`src/rtl/tx_packetizer.sv`:
```
// Frames a 32-bit payload stream into header/payload/trailer packets for the
// Ethernet streaming transmitter, honouring its tx_stop backpressure.
module tx_packetizer #(
  parameter int PAYLOAD_WORDS = 364
) (
  input  logic        usr_clk,
  input  logic        reset_n,
  input  logic        enable,
  input  logic [31:0] pix_data,
  input  logic        pix_valid,
  input  logic        pix_last,
  output logic        pix_ready,
  output logic [31:0] tx_data,
  output logic [3:0]  tx_eof,
  output logic        tx_we,
  input  logic        tx_stop,
  output logic [15:0] frame_id,
  output logic [31:0] pkt_count
);

  typedef enum logic [1:0] {
    IDLE,
    HDR,
    PAYLOAD,
    TRAILER
  } state_t;

  localparam logic [16:0] PKT_WORDS = 17'(PAYLOAD_WORDS);

  state_t      state;
  state_t      state_nxt;
  logic [15:0] pkt_id;
  logic [15:0] word_cnt;
  logic        last_pkt;
  logic        want_write;
  logic [16:0] cnt_inc;
  logic        pkt_full;
  logic        hdr_commit;
  logic        pay_accept;
  logic        pay_end;
  logic        trl_commit;

  // Counted one wider so PAYLOAD_WORDS=65535 compares without overflow.
  assign cnt_inc  = {1'b0, word_cnt} + 17'd1;
  assign pkt_full = (cnt_inc == PKT_WORDS);

  assign tx_we      = want_write & ~tx_stop;
  assign hdr_commit = (state == HDR) & tx_we;
  assign pay_accept = (state == PAYLOAD) & tx_we;
  assign pay_end    = pay_accept & (pix_last | pkt_full);
  assign trl_commit = (state == TRAILER) & tx_we;

  always_ff @(posedge usr_clk or negedge reset_n) begin
    if (!reset_n) begin
      state <= IDLE;
    end else begin
      state <= state_nxt;
    end
  end

  // Outputs are purely combinational from state so a stalled word stays put.
  always_comb begin
    state_nxt  = state;
    want_write = 1'b0;
    tx_data    = 32'd0;
    tx_eof     = 4'd0;
    pix_ready  = 1'b0;
    unique case (state)
      IDLE: begin
        if (enable && pix_valid) begin
          state_nxt = HDR;
        end
      end
      HDR: begin
        want_write = 1'b1;
        tx_data    = {frame_id, pkt_id};
        if (!tx_stop) begin
          state_nxt = PAYLOAD;
        end
      end
      PAYLOAD: begin
        want_write = pix_valid;
        tx_data    = pix_data;
        pix_ready  = ~tx_stop;
        if (pay_end) begin
          state_nxt = TRAILER;
        end
      end
      TRAILER: begin
        want_write = 1'b1;
        tx_data    = {last_pkt, 15'd0, word_cnt};
        tx_eof     = 4'b0001;
        if (!tx_stop) begin
          state_nxt = IDLE;
        end
      end
      default: begin
        state_nxt = IDLE;
      end
    endcase
  end

  always_ff @(posedge usr_clk or negedge reset_n) begin
    if (!reset_n) begin
      word_cnt <= 16'd0;
      last_pkt <= 1'b0;
    end else begin
      if (hdr_commit) begin
        word_cnt <= 16'd0;
      end else if (pay_accept) begin
        word_cnt <= cnt_inc[15:0];
      end
      if (pay_end) begin
        last_pkt <= pix_last;
      end
    end
  end

  // A frame's final packet advances frame_id and restarts packet numbering.
  always_ff @(posedge usr_clk or negedge reset_n) begin
    if (!reset_n) begin
      frame_id  <= 16'd0;
      pkt_id    <= 16'd0;
      pkt_count <= 32'd0;
    end else if (trl_commit) begin
      pkt_count <= pkt_count + 32'd1;
      if (last_pkt) begin
        frame_id <= frame_id + 16'd1;
        pkt_id   <= 16'd0;
      end else begin
        pkt_id <= pkt_id + 16'd1;
      end
    end
  end

endmodule

```
`config.mk`:
```
export PLATFORM = sky130hd
export DESIGN_NAME = tx_packetizer
export DESIGN_NICKNAME = d
export VERILOG_FILES = /design/src/rtl/tx_packetizer.sv
export SDC_FILE = /design/constraint.sdc
export NUM_CORES = 1
export LEC_CHECK = 0
export CAP_MARGIN = 20
export CORE_ASPECT_RATIO = 0.7
export CORE_MARGIN = 5
export CORE_UTILIZATION = 44
export CTS_CLUSTER_SIZE = 20
export DETAILED_ROUTE_END_ITERATION = 8
export PLACE_DENSITY = 0.77
export SETUP_SLACK_MARGIN = 0.3
export SYNTH_ARGS = -nofsm -noshare
export SYNTH_HDL_FRONTEND = slang
export SYNTH_SLANG_ARGS = --single-unit
```
`constraint.sdc`:
```
create_clock -name usr_clk -period 2.7 [get_ports usr_clk]
set_input_delay 0.27 -clock usr_clk [delete_from_list [all_inputs] [get_ports usr_clk]]
set_output_delay 0.27 -clock usr_clk [all_outputs]
set_load 0.005 [all_outputs]
```
==> metrics.cfg <==
[pwr]
p_per_area_nw_per_um2=722.9
comb_power_share_pct=38.6
seqPwrFrac_pct=32.8
ir_worst_vdd_mv=0.4759
p_int_mw=3.102
power.total_mw=4.733
pwr-share-clk_pct=28.7
leakage_nw=2.813
sw_frac_of_total_pct=34.47
p_sw_mw=1.631

[global_route]
overflow=0
grt_pass1_wl_mm=21.19
gr-usage-all-layers_pct=20.67
grt_max_degree=84
antenna_found_initial=0
grt_pass1_vias=4152

[route]
antenna_left=0
routed_wl_mm=13.52
first_pass_iters=6
drtIter0Drc=375
viasPerCell=5.683
vias=4285
drc=0
wl_per_cell_um=17.93

[placement]
gp_congestion=1.004
post-place-ws_ns=0.2089
port_buffers=120
dp_hpwl_mm=9.665

[clock_network]
worstSkewPairLatency_ns=0.34
htree_levels=3
cts.clk_slew.worst_paths_ns=0.07
numCtsBuffers=9
clock_sinks=83
cts_tree=built
clock_path_buffers=2
cts-root-buf=clkbuf_16

[floorplanning]
io_pins=124
die_w_um=133.1
rows=31
die_y_um=96.19
initial_utilization_pct=45.09
die_area_um2=12810
core_um2=10360

[yosys]
synth_ff_type=dfrtp_1
syn-mean-instance-area_um2=9.549
ys_warn_count=0
synthArstFlopShare_pct=100.0
synth_edf_count=0
yosysUniqueCellTypes=54
synth_area_um2=4669
yosysSeqAreaShare_pct=44.48
syn_inst=489
synth-seq-cells=83

[worst_setup_path]
crit_path_end_kind=register
critPathMaxStageDelay_ns=0.58
required_ns=2.96
r2r_end=pkt_count[29]$_DFFE_PN0P_
cp-startpoint=state[0]$_DFFE_PN0P_
cp_max_fo=4
slowest_stage=or4b_4
reg2reg_from=state[0]$_DFFE_PN0P_
worstPathArrival_ns=2.64
worstSetupPathType=reg -> reg
crit_path_start_kind=register
r2r_setup_slack_ns=0.32
worstPathCellList=inv_2 > ha_4 > or3b_4 > or4b_4 > nor3_4 > and4_1 > xor2_1
ff2ff_path_depth=7

[finish]
most-common-layout-cells=clkdlybuf4s50_1 (113), dfrtp_1 (75), nor2_1 (65)
mostFrequentLayoutCell=clkdlybuf4s50_1
drive_gt1_share_pct=11.74
layout.nets=665
diodes=0
synthToLayoutAreaGrowth_pct=40.22

[timing]
relSlewSlack_pct=54.86
min_period_over_period_pct=88.00
fmax_mhz=420.9
rsz0062_at_grt=yes
worst_pin_slew_ns=0.6726
tns_ns=0
min_period_ns=2.376
layout_setup_ws_ns=0.3240
setup_viol=0
finalHoldViolCount=0
fin_worst_skew_ns=0.008416
slew_viol_final=0

[flow_run]
cap_violations=0

[min_path]
hp-class=in -> async

[outcome]
status=complete, no violations

## registers in the layout, summed over array words and instances (netlist names)
signal and cells:
frame_id 16, pkt_id 16, word_cnt 16, last_pkt 1, pkt_count 32, state 2
## layer usage
metal	GRT usage [%]	routed length [um]	vias up
li1	-	-	2004
met1	28.68	6162	2101
met2	31.93	6190	164
met3	5.695	989	16
met4	5.993	177	0
met5	0	0	-
## cell type report
class	count	area [um^2]
inverter	10	40.04
clock inverter	7	102.6
clock buffer	9	225.2
sequential	83	2087
multi-input combinational	369	2492
tap	132	165.2
fill	830	3809
timing repair buffer	144	1435
## cells by family (layout without fill, tap and decap cells)
family          after synthesis  count (layout)  synth area share, %
buf+inv                      39             170                3.939
xor+xnor                     65              65                12.19
other cells                   1               3              0.08031
fa+ha+maj                    10              10                2.680
mux                           4               4               0.9110
simple gates                214             214                23.85
flops                        83              83                44.48
compound gates               73              73                11.87
## worst max-delay path: cells and delay by family (launching register included)
kind | cells | cell delay, ns
and+or+nand+nor | 4 | 1.43
xor gates and xnor gates | 1 | 0.16
DFF | 1 | 0.43
buffers and inverters | 1 | 0.09
adders and majority gates | 1 | 0.18
## per-stage QoR
step           std cells  utilization, %  hold slack (ns)  instance area [um^2]
3_3_place_gp         733           58.41           0.4564                  6050
4_1_cts              750           62.15           0.1510                  6436
6_report             754           63.22           0.3193                  6548
3_5_place_dp         733           58.41           0.4591                  6050
5_1_grt              754           63.22           0.3243                  6548
2_1_floorplan        491               -         -0.02559                  4690
## power groups by stage
stage          Combinational [mW]  Clock [mW]  Sequential, mW
4_1_cts                      1.80        1.38            1.54
6_report                     1.83        1.36            1.55
5_1_grt                      1.99        1.43            1.57
3_5_place_dp                 1.71           0            1.55
2_1_floorplan               0.907           0            1.50
3_3_place_gp                 1.67           0            1.54
## synth_stat cells, types with 3 or more instances
| cell | n | area (um^2) |
|---|---|---|
| nor2_1 | 68 | 255.2 |
| nor2b_1 | 5 | 31.28 |
| xnor2_1 | 46 | 402.9 |
| and3_1 | 11 | 68.82 |
| buf_6 | 3 | 33.78 |
| a21oi_1 | 3 | 15.01 |
| nor3_1 | 6 | 30.03 |
| xor2_1 | 19 | 166.4 |
| buf_2 | 3 | 15.01 |
| nand4_1 | 19 | 118.9 |
| buf_4 | 3 | 22.52 |
| o21ai_0 | 17 | 85.08 |
| and4_1 | 12 | 105.1 |
| dfrtp_1 | 83 | 2077 |
| nand3_1 | 25 | 125.1 |
| nand2_1 | 43 | 161.4 |
| clkbuf_1 | 18 | 67.56 |
| a22oi_1 | 15 | 112.6 |
| or3_1 | 4 | 25.02 |
| a222oi_1 | 17 | 170.2 |
| nor3b_1 | 3 | 22.52 |
| ha_1 | 10 | 125.1 |
| o31ai_1 | 6 | 45.04 |
| inv_1 | 10 | 37.54 |
| and2_1 | 5 | 31.28 |
## worst max-delay path by stage
stage,endpoint,slack (ns),depth (start not counted)
after floorplan,pkt_count[19]$_DFFE_PN0P_,0.27,10
after global placement,pkt_count[31]$_DFFE_PN0P_,0.26,7
after detailed placement,pkt_count[31]$_DFFE_PN0P_,0.21,7
after CTS,pkt_count[31]$_DFFE_PN0P_,0.32,8
after global routing,tx_data[31],0.23,5
final,pkt_count[29]$_DFFE_PN0P_,0.32,7
## what timing repair did
item                                    CTS  global route
setup buffers                             1             2
hold endpoints to repair                  0            12
hold buffers                              0             1
pin swaps                                 0             9
gates resized for setup                  13            24
endpoints found under the setup margin   29            36
Note: power is estimated with default switching activity, not from simulation.
